**src/rtl/mips_multicycle_sequencer_if.sv**
```systemverilog
// Control bundle between the MIPS sequencer (master) and the datapath/memories (slave).
// Inputs to the sequencer are status/handshake returns; outputs are strobes, selects and status.
interface mips_multicycle_sequencer_if #(
  parameter int COUNT_W = 32
);
  logic               start;
  logic [5:0]         opcode;
  logic               alu_zero;
  logic               imem_ready;
  logic               dmem_ready;
  logic               imem_req;
  logic               ir_write;
  logic               dmem_req;
  logic               dmem_we;
  logic               reg_write;
  logic               reg_dst;
  logic               alu_source;
  logic               mem_to_reg;
  logic               pc_write;
  logic [1:0]         pc_src;
  logic [2:0]         state;
  logic               illegal_op;
  logic               timeout;
  logic [COUNT_W-1:0] instr_count;

  modport master (
    input  start, opcode, alu_zero, imem_ready, dmem_ready,
    output imem_req, ir_write, dmem_req, dmem_we, reg_write, reg_dst, alu_source,
           mem_to_reg, pc_write, pc_src, state, illegal_op, timeout, instr_count
  );

  modport slave (
    output start, opcode, alu_zero, imem_ready, dmem_ready,
    input  imem_req, ir_write, dmem_req, dmem_we, reg_write, reg_dst, alu_source,
           mem_to_reg, pc_write, pc_src, state, illegal_op, timeout, instr_count
  );
endinterface

```
**src/rtl/mips_multicycle_sequencer.sv**
```systemverilog
// Multi-cycle MIPS control FSM: fetch/decode/execute/mem/writeback strobes, 3-5 cycles per instruction at zero wait.
// Memory stalls hold req until ready; a stall reaching MEM_TIMEOUT cycles parks the FSM in FAULT until reset.
module mips_multicycle_sequencer #(
  parameter int MEM_TIMEOUT = 16,
  parameter int COUNT_W     = 32
) (
  input logic                         clk,
  input logic                         rst_n,
  mips_multicycle_sequencer_if.master seq_io
);

  typedef enum logic [2:0] {
    S_IDLE   = 3'd0,
    S_FETCH  = 3'd1,
    S_DECODE = 3'd2,
    S_EXEC   = 3'd3,
    S_MEM    = 3'd4,
    S_WB     = 3'd5,
    S_FAULT  = 3'd7
  } state_e;

  localparam int WAIT_W = $clog2(MEM_TIMEOUT + 1);
  localparam logic [WAIT_W-1:0] WAIT_LAST = WAIT_W'(MEM_TIMEOUT - 1);

  localparam logic [5:0] OP_R   = 6'b000000;
  localparam logic [5:0] OP_J   = 6'b000010;
  localparam logic [5:0] OP_BNE = 6'b000101;
  localparam logic [5:0] OP_LW  = 6'b100011;
  localparam logic [5:0] OP_SW  = 6'b101011;

  function automatic logic op_legal(input logic [5:0] op);
    return (op == OP_R) || (op == OP_J) || (op == OP_BNE) || (op[5:3] == 3'b001) ||
           (op == OP_LW) || (op == OP_SW);
  endfunction

  state_e             state_q, state_d;
  logic [5:0]         op_q, op_d;
  logic [WAIT_W-1:0]  wait_q, wait_d;
  logic               ir_write_q, ir_write_d;
  logic               sw_done_q, sw_done_d;
  logic               illegal_q, illegal_d;
  logic               timeout_q, timeout_d;
  logic [COUNT_W-1:0] count_q, count_d;

  logic       imem_req, dmem_req, dmem_we, reg_write, reg_dst, alu_source, mem_to_reg;
  logic       pc_write_fsm, pc_write;
  logic [1:0] pc_src;
  state_e     boundary;

  logic is_r, is_j, is_bne, is_imm, is_lw, is_sw;
  assign is_r   = (op_q == OP_R);
  assign is_j   = (op_q == OP_J);
  assign is_bne = (op_q == OP_BNE);
  assign is_imm = (op_q[5:3] == 3'b001);
  assign is_lw  = (op_q == OP_LW);
  assign is_sw  = (op_q == OP_SW);

  // Stop requests take effect only here, so an in-flight instruction always retires.
  assign boundary = seq_io.start ? S_FETCH : S_IDLE;

  always_comb begin
    state_d      = state_q;
    op_d         = op_q;
    wait_d       = wait_q;
    ir_write_d   = 1'b0;
    sw_done_d    = 1'b0;
    illegal_d    = illegal_q;
    timeout_d    = timeout_q;
    imem_req     = 1'b0;
    dmem_req     = 1'b0;
    dmem_we      = 1'b0;
    reg_write    = 1'b0;
    reg_dst      = 1'b0;
    alu_source   = 1'b0;
    mem_to_reg   = 1'b0;
    pc_write_fsm = 1'b0;
    pc_src       = 2'b00;

    unique case (state_q)
      S_IDLE: begin
        if (seq_io.start) state_d = S_FETCH;
      end
      S_FETCH: begin
        imem_req = 1'b1;
        if (seq_io.imem_ready) begin
          ir_write_d = 1'b1;
          state_d    = S_DECODE;
        end else if (wait_q == WAIT_LAST) begin
          timeout_d = 1'b1;
          state_d   = S_FAULT;
        end else begin
          wait_d = wait_q + WAIT_W'(1);
        end
      end
      S_DECODE: begin
        op_d = seq_io.opcode;
        if (op_legal(seq_io.opcode)) begin
          state_d = S_EXEC;
        end else begin
          illegal_d = 1'b1;
          state_d   = S_FAULT;
        end
      end
      S_EXEC: begin
        reg_dst    = is_r;
        alu_source = is_imm || is_lw || is_sw;
        if (is_j) begin
          pc_write_fsm = 1'b1;
          pc_src       = 2'b10;
          state_d      = boundary;
        end else if (is_bne) begin
          // alu_zero only steers the PC mux; the load strobe itself is state-decoded.
          pc_write_fsm = 1'b1;
          pc_src       = seq_io.alu_zero ? 2'b00 : 2'b01;
          state_d      = boundary;
        end else if (is_lw || is_sw) begin
          state_d = S_MEM;
        end else begin
          state_d = S_WB;
        end
      end
      S_MEM: begin
        dmem_req   = 1'b1;
        dmem_we    = is_sw;
        alu_source = 1'b1;
        if (seq_io.dmem_ready) begin
          if (is_sw) begin
            sw_done_d = 1'b1;
            state_d   = boundary;
          end else begin
            state_d = S_WB;
          end
        end else if (wait_q == WAIT_LAST) begin
          timeout_d = 1'b1;
          state_d   = S_FAULT;
        end else begin
          wait_d = wait_q + WAIT_W'(1);
        end
      end
      S_WB: begin
        reg_write    = 1'b1;
        reg_dst      = is_r;
        alu_source   = is_imm || is_lw;
        mem_to_reg   = is_lw;
        pc_write_fsm = 1'b1;
        state_d      = boundary;
      end
      S_FAULT: begin
      end
      default: state_d = S_FAULT;
    endcase

    if ((state_d != state_q) && ((state_d == S_FETCH) || (state_d == S_MEM))) wait_d = '0;
  end

  // The sw completion is ready-dependent, so its PC pulse is registered and lands one cycle later.
  assign pc_write = pc_write_fsm || sw_done_q;
  assign count_d  = count_q + COUNT_W'(pc_write);

  always_ff @(posedge clk or negedge rst_n) begin
    if (!rst_n) begin
      state_q    <= S_IDLE;
      op_q       <= '0;
      wait_q     <= '0;
      ir_write_q <= 1'b0;
      sw_done_q  <= 1'b0;
      illegal_q  <= 1'b0;
      timeout_q  <= 1'b0;
      count_q    <= '0;
    end else begin
      state_q    <= state_d;
      op_q       <= op_d;
      wait_q     <= wait_d;
      ir_write_q <= ir_write_d;
      sw_done_q  <= sw_done_d;
      illegal_q  <= illegal_d;
      timeout_q  <= timeout_d;
      count_q    <= count_d;
    end
  end

  assign seq_io.imem_req    = imem_req;
  assign seq_io.ir_write    = ir_write_q;
  assign seq_io.dmem_req    = dmem_req;
  assign seq_io.dmem_we     = dmem_we;
  assign seq_io.reg_write   = reg_write;
  assign seq_io.reg_dst     = reg_dst;
  assign seq_io.alu_source  = alu_source;
  assign seq_io.mem_to_reg  = mem_to_reg;
  assign seq_io.pc_write    = pc_write;
  assign seq_io.pc_src      = pc_src;
  assign seq_io.state       = state_q;
  assign seq_io.illegal_op  = illegal_q;
  assign seq_io.timeout     = timeout_q;
  assign seq_io.instr_count = count_q;

endmodule

```
**src/flat_wrapper.sv**
```systemverilog
// flat-port wrapper written by rule: the top's interface ports become plain ports
module mips_multicycle_sequencer_flat 
#(
  parameter int MEM_TIMEOUT = 16,
  parameter int COUNT_W     = 32
)
  (clk, rst_n, seq_io_start, seq_io_opcode, seq_io_alu_zero, seq_io_imem_ready, seq_io_dmem_ready, seq_io_imem_req, seq_io_ir_write, seq_io_dmem_req, seq_io_dmem_we, seq_io_reg_write, seq_io_reg_dst, seq_io_alu_source, seq_io_mem_to_reg, seq_io_pc_write, seq_io_pc_src, seq_io_state, seq_io_illegal_op, seq_io_timeout, seq_io_instr_count);
  mips_multicycle_sequencer_if #(.COUNT_W(COUNT_W)) seq_io_i ();
  input logic clk;
  input logic rst_n;
  input wire logic [$bits(seq_io_i.start)-1:0] seq_io_start;
  input wire logic [$bits(seq_io_i.opcode)-1:0] seq_io_opcode;
  input wire logic [$bits(seq_io_i.alu_zero)-1:0] seq_io_alu_zero;
  input wire logic [$bits(seq_io_i.imem_ready)-1:0] seq_io_imem_ready;
  input wire logic [$bits(seq_io_i.dmem_ready)-1:0] seq_io_dmem_ready;
  output wire logic [$bits(seq_io_i.imem_req)-1:0] seq_io_imem_req;
  output wire logic [$bits(seq_io_i.ir_write)-1:0] seq_io_ir_write;
  output wire logic [$bits(seq_io_i.dmem_req)-1:0] seq_io_dmem_req;
  output wire logic [$bits(seq_io_i.dmem_we)-1:0] seq_io_dmem_we;
  output wire logic [$bits(seq_io_i.reg_write)-1:0] seq_io_reg_write;
  output wire logic [$bits(seq_io_i.reg_dst)-1:0] seq_io_reg_dst;
  output wire logic [$bits(seq_io_i.alu_source)-1:0] seq_io_alu_source;
  output wire logic [$bits(seq_io_i.mem_to_reg)-1:0] seq_io_mem_to_reg;
  output wire logic [$bits(seq_io_i.pc_write)-1:0] seq_io_pc_write;
  output wire logic [$bits(seq_io_i.pc_src)-1:0] seq_io_pc_src;
  output wire logic [$bits(seq_io_i.state)-1:0] seq_io_state;
  output wire logic [$bits(seq_io_i.illegal_op)-1:0] seq_io_illegal_op;
  output wire logic [$bits(seq_io_i.timeout)-1:0] seq_io_timeout;
  output wire logic [$bits(seq_io_i.instr_count)-1:0] seq_io_instr_count;
  assign seq_io_i.start = seq_io_start;
  assign seq_io_i.opcode = seq_io_opcode;
  assign seq_io_i.alu_zero = seq_io_alu_zero;
  assign seq_io_i.imem_ready = seq_io_imem_ready;
  assign seq_io_i.dmem_ready = seq_io_dmem_ready;
  assign seq_io_imem_req = seq_io_i.imem_req;
  assign seq_io_ir_write = seq_io_i.ir_write;
  assign seq_io_dmem_req = seq_io_i.dmem_req;
  assign seq_io_dmem_we = seq_io_i.dmem_we;
  assign seq_io_reg_write = seq_io_i.reg_write;
  assign seq_io_reg_dst = seq_io_i.reg_dst;
  assign seq_io_alu_source = seq_io_i.alu_source;
  assign seq_io_mem_to_reg = seq_io_i.mem_to_reg;
  assign seq_io_pc_write = seq_io_i.pc_write;
  assign seq_io_pc_src = seq_io_i.pc_src;
  assign seq_io_state = seq_io_i.state;
  assign seq_io_illegal_op = seq_io_i.illegal_op;
  assign seq_io_timeout = seq_io_i.timeout;
  assign seq_io_instr_count = seq_io_i.instr_count;
  mips_multicycle_sequencer #(.MEM_TIMEOUT(MEM_TIMEOUT), .COUNT_W(COUNT_W)) u_core (.clk(clk), .rst_n(rst_n), .seq_io(seq_io_i));
endmodule
```
**config.mk**
```make
export PLATFORM = sky130hd
export DESIGN_NAME = mips_multicycle_sequencer_flat
export DESIGN_NICKNAME = d
export VERILOG_FILES = /design/src/rtl/mips_multicycle_sequencer_if.sv /design/src/rtl/mips_multicycle_sequencer.sv /design/src/flat_wrapper.sv
export SDC_FILE = /design/constraint.sdc
export NUM_CORES = 1
export LEC_CHECK = 0
export CAP_MARGIN = 25
export CORE_MARGIN = 8
export CORE_UTILIZATION = 45
export DETAILED_ROUTE_END_ITERATION = 12
export GPL_ROUTABILITY_DRIVEN = 1
export PLACE_DENSITY_LB_ADDON = 0.12
export RECOVER_POWER = 100
export REMOVE_ABC_BUFFERS = 1
export SLEW_MARGIN = 20
export SYNTH_ARGS = -nofsm -noshare
export SYNTH_HDL_FRONTEND = slang
export SYNTH_SLANG_ARGS = --single-unit
```
**constraint.sdc**
```tcl
create_clock -name clk -period 2.6 [get_ports clk]
set_input_delay 0.52 -clock clk [delete_from_list [all_inputs] [get_ports clk]]
set_output_delay 0.52 -clock clk [all_outputs]
set_load 0.02 [all_outputs]
```
# Word-level counts from Yosys, hierarchy flattened
# Index checks and enable logic that the tools add are counted.
# word_totals
regBits,50
input_bits,12
out_inout_bits,48
elab_cells,94
# op_classes
addsub,2
eq_ne,24
mux,39
bitwise_logic,1
n_reduce_logical,20
# ops
op,count
adder 32 x 1 -> 32 bit,1
== test 6 bit (second input constant),4
two-way mux 3 bit,8
case mux 3 bit (7 select lines),1
two-way mux 5 bit,4
two-way mux 1 bit,19
== test 3 x 1 -> 1 bit (second input constant),4
== test 3 bit (second input constant),4
== test 6 x 2 -> 1 bit (second input constant),2
== test 6 x 3 -> 1 bit (second input constant),2
logical NOT 6 bit,2
logical OR 1 bit,10
case mux 5 bit (2 select lines),1
== test 3 x 2 -> 1 bit (second input constant),2
two-way mux 2 bit,3
!= test 3 x 2 -> 1 bit (second input constant),2
AND reduction 3 bit,2
adder 5 x 1 -> 5 bit (second input constant),1
== test 5 x 4 -> 1 bit (second input constant),1
!= test 2 bit (second input constant),2
case mux 1 bit (2 select lines),2
logical NOT 3 bit,1
!= test 3 bit,1
case mux 1 bit (3 select lines),1
other kinds (6),6

# Longest topological paths before layout
# logic_depth
depth_word,13
depth_mapped,11

# Least setup slack after synthesis
# No wires, ideal clock.
# synth_path
kind,register to register
from,"register u_core.state_q[2], in the netlist u_core.seq_io.state[2]"
to,"register u_core.count_q[29], in the netlist u_core.seq_io.instr_count[29]"
setup_time_ns,0.080
arrival_ns,2.674
required_time_ns,2.520
slack_ns,-0.154
path_stages_with_launch,11
cell_sequence,dfrtp_1 > buf_2 > clkbuf_1 > and3_1 > a211o_2 > ha_1 > nand3_1 > nor4_4 > nand3_1 > nor2_1 > xor2_1
# synth_via
elab_chain_len,4
word_cells_on_any_way,5
cone_classes,1 x add/sub; 2 x eq/ne; 1 x mux; 1 x reduce/logical
# synth_rtl
element,line_no,text
from (decl),mips_multicycle_sequencer.sv:36,"state_e state_q, state_d;"
from (signal assigned),mips_multicycle_sequencer.sv:171,state_q <= state_d;
== test 3 bit / == test 3 x 2 -> 1 bit (equally long branches),mips_multicycle_sequencer.sv:79,unique case (state_q)
case mux 1 bit (2 select lines) *,mips_multicycle_sequencer.sv:79,
logical OR 1 bit *,mips_multicycle_sequencer.sv:157,assign pc_write = pc_write_fsm || sw_done_q;
via seq_io_pc_write,flat_wrapper.sv:24,output wire logic [$bits(seq_io_i.pc_write)-1:0] seq_io_pc_write;
adder 32 x 1 -> 32 bit *,mips_multicycle_sequencer.sv:158,assign count_d = count_q + COUNT_W'(pc_write);
via u_core.count_d[29],mips_multicycle_sequencer.sv:43,"logic [COUNT_W-1:0] count_q, count_d;"
to (signal assigned),mips_multicycle_sequencer.sv:178,count_q <= count_d;
to (decl),mips_multicycle_sequencer.sv:43,
# The timed path passes the listed nets; every way through them passes the cells marked *.
# A chain may end at the register's enable or synchronous reset.

# Final worst setup path
# layout_path
from,input seq_io_alu_zero
to,output seq_io_pc_src[0]
# layout_via
elab_chain_len,4
# layout_rtl
element,line_no,text
from (decl),flat_wrapper.sv:13,input wire logic [$bits(seq_io_i.alu_zero)-1:0] seq_io_alu_zero;
two-way mux 1 bit,mips_multicycle_sequencer.sv:114,pc_src = seq_io.alu_zero ? 2'b00 : 2'b01;
two-way mux 2 bit,mips_multicycle_sequencer.sv:111,end else if (is_bne) begin
two-way mux 2 bit,mips_multicycle_sequencer.sv:107,if (is_j) begin
two-way mux 2 bit,mips_multicycle_sequencer.sv:79,
to (decl),flat_wrapper.sv:25,output wire logic [$bits(seq_io_i.pc_src)-1:0] seq_io_pc_src;
# No other way between the ends.

==> results_dict.tcl <==
set metrics [dict create \
    min_period_ns 2.49 \
    dp_worst_setup_slack_ns -0.304 \
    diodes 0 \
    antenna_found_initial 0 \
    wl_met3_um 351 \
    synthMuxAreaShare_pct 3.08 \
    hold_viol_final 0 \
    boundaryPins 60 \
    hp-class "flip-flop to flip-flop" \
    drv_cap 0 \
    pwr_density_cell_nw_per_um2 409 \
    async_flop_share_pct 100 \
    critPathArrivalTime_ns 1.97 \
    hpwlAfterDp_um 4340 \
    highest_layer "met4" \
    rrSetupSlack_ns 0.13 \
    yosys_most_used_dff "dfrtp_1" \
    critPathKind "primary input to primary output" \
    drt-initial-drc-count 76 \
    cts_buffers 5 \
    outcome "complete, no violations" \
    clk_latency_ns 0.31 \
    htree_num_levels 2 \
    grt_setup_unrepaired "no" \
    maxSlewViolCount 0 \
    layout_common_cells "dfrtp_1, dlygate4sd3_1, xnor2_1" \
    synth_fa_ha_area_share_pct 1.98 \
    drive_gt1_share_pct 15.1 \
    clk_path_buf_depth 2 \
    min_period_over_period_pct 95.8 \
    fp.dieW_um 90.9 \
    synth_edf_count 0 \
    cts_root_buf "clkbuf_8" \
    fill_cells 502 \
    avgSynthCellArea_um2 11.1 \
    num_rows 27 \
    drt_wl_total_um 5710 \
    synth_xor_area_share_pct 11.1 \
    final.setup_skew_ns 0.00898 \
    critPathCaptureType "primary output" \
    ctsHoldBuffers 0 \
    cp-startpoint "seq_io_alu_zero" \
    vias 2002 \
    irDropWorstVdd_mv 0.303 \
    start_util_pct 46.1 \
    die_area_um2 8260 \
    design.core.area_um2 5470 \
    worstRegToRegCells 10 \
    route.met2.wl_um 2640 \
    routedWlPerCell_um 14.9 \
    cts.sinks 50 \
    wirelength_met1_um 2620 \
    ys_warn_count 0 \
    fin_util_pct 62.3 \
    die_h_um 90.9 \
    mostFrequentLayoutCell "dfrtp_1" \
    synth_compound_area_share_pct 8.04 \
    ys_types 52 \
    start_kind "primary input" \
    grt_pass1_wl_um 9670 \
    fmax_mhz 402 \
    synth_top_family_by_area "simple AND/OR/NAND/NOR gates" \
    crit_required_ns 2.08 \
    critPathMaxFanout 1 \
    finalSetupViolCount 0 \
    timing.rr.end "u_core.seq_io.instr_count[28]" \
    grt-ovfl-total 0 \
    syn_area_um2 2520 \
    tritoncts "done" \
    track_usage_pct 14.2 \
    synthCells 228 \
    grt_pass1_vias 2058 \
    place_congestion 0.794 \
    leakagePower_uw 0.00169 \
    ant_nets 0 \
    setup_slack_ns 0.110 \
    tightest_slew_ns 1.27 \
    final_nets 327 \
    drc 0 \
    synth-seq-cells 50 \
    syn_to_final_growth_pct 35.2 \
    synthSimpleGateAreaFrac_pct 24.9 \
    setup.worst_path.end "seq_io_pc_src[0]" \
    drt-pass1-iter-count 4 \
    slew_headroom_pct 15.0 \
    synth_seq_area_share_pct 49.6 \
    grt_max_degree 25 \
    portBuffers 59 \
    r2r-start "u_core.op_q[3]" \
    via_per_inst 5.21 \
    path_clk_slew_ns 0.08 \
]
-- cells by family after synthesis --
family / Yosys count
simple gates: 101
flops: 50
xor+xnor: 32
compound gates: 26
buf+inv: 8
mux: 7
fa+ha+maj: 4
-- power by group --
part           internal (µW)  total [µW]  switching, µW
clock                    316         575            259
combinational           18.2        42.6           24.4
sequential               778         779          0.727
total                   1110        1400            284
-- cell usage after synthesis, types with 2 or more instances --
library cell | number | share of area (%)
nor2_1 | 19 | 2.8
dfrtp_1 | 50 | 50
a21o_1 | 2 | 0.60
inv_1 | 4 | 0.60
nor3b_1 | 3 | 0.89
nor4_4 | 2 | 1.7
mux2_2 | 6 | 2.7
buf_2 | 3 | 0.60
nand4_1 | 8 | 2.0
o21ai_0 | 7 | 1.4
and3_1 | 7 | 1.7
xor2_1 | 9 | 3.1
ha_1 | 4 | 2.0
and2_1 | 4 | 0.99
nand3_1 | 12 | 2.4
xnor2_1 | 23 | 8.0
or2_2 | 2 | 0.50
nand2_1 | 18 | 2.7
and4_1 | 2 | 0.69
a21oi_1 | 4 | 0.79
nor3_1 | 3 | 0.60
nand2b_1 | 3 | 0.74
or3_1 | 2 | 0.50
and3b_1 | 3 | 1.0
-- state kept, by name (all words and copies together) (netlist names) --
signal,cells
u_core.seq_io.instr_count,32
u_core.seq_io.state,3
u_core.sw_done_q,1
u_core.seq_io.illegal_op,1
u_core.op_q,6
u_core.seq_io.ir_write,1
u_core.wait_q,5
u_core.seq_io.timeout,1
-- what timing repair did --
item | 4_1_cts | 5_1_grt
gates resized for setup | 6 | 9
endpoints found under the setup margin | 4 | 8
buffers inserted | 0 | 4
pin swaps | 0 | 3
hold endpoints to repair | 0 | 0
-- through the flow --
| stage | cell area, µm² | power, µW | std cells | setup TNS [ns] | hold slack, ns |
|---|---|---|---|---|---|
| after floorplan | 2500 | 800 | 224 | 0 | 0.224 |
| after CTS | 3420 | 1420 | 380 | 0 | 0.200 |
| after detailed placement | 3310 | 840 | 372 | -0.304 | 0.445 |
| after global placement | 3310 | 840 | 372 | -0.261 | 0.446 |
| final | 3410 | 1400 | 384 | 0 | 0.458 |
| after global routing | 3410 | 1450 | 384 | 0 | 0.486 |
-- layer usage --
metal  vias to the layer above  track usage, %
li1                        978               -
met1                       968            17.7
met2                        48            22.2
met3                         8            5.24
met4                         0            4.91
met5                         -               0
-- worst min path at each step --
stage,start,end,slack [ns],cells after the start
finish,u_core.seq_io.timeout,u_core.seq_io.timeout,0.46,1
global route,u_core.seq_io.instr_count[31],u_core.seq_io.instr_count[31],0.49,1
CTS,rst_n,u_core.seq_io.instr_count[28],0.20,1
detailed placement,u_core.seq_io.timeout,u_core.seq_io.timeout,0.45,1
global placement,u_core.seq_io.timeout,u_core.seq_io.timeout,0.45,1
floorplan,rst_n,u_core.op_q[0],0.22,0
-- layout make-up --
cell class                 count  area, µm²  area share, %
tap                           72       90.1           2.64
clock inverter                 2       38.8           1.14
sequential                    50       1250           36.7
clock buffer                   6       82.6           2.42
inverter                       4       15.0          0.440
multi-input combinational    170       1230           36.1
timing repair buffer          80        701           20.6
-- critical path, stage by stage --
cell and delay [ns]:
clkdlybuf4s50_1 0.40, or4bb_2 0.61, nor4_1 0.22, clkbuf_2 0.22
No activity file was read; power rests on OpenSTA's default activity.
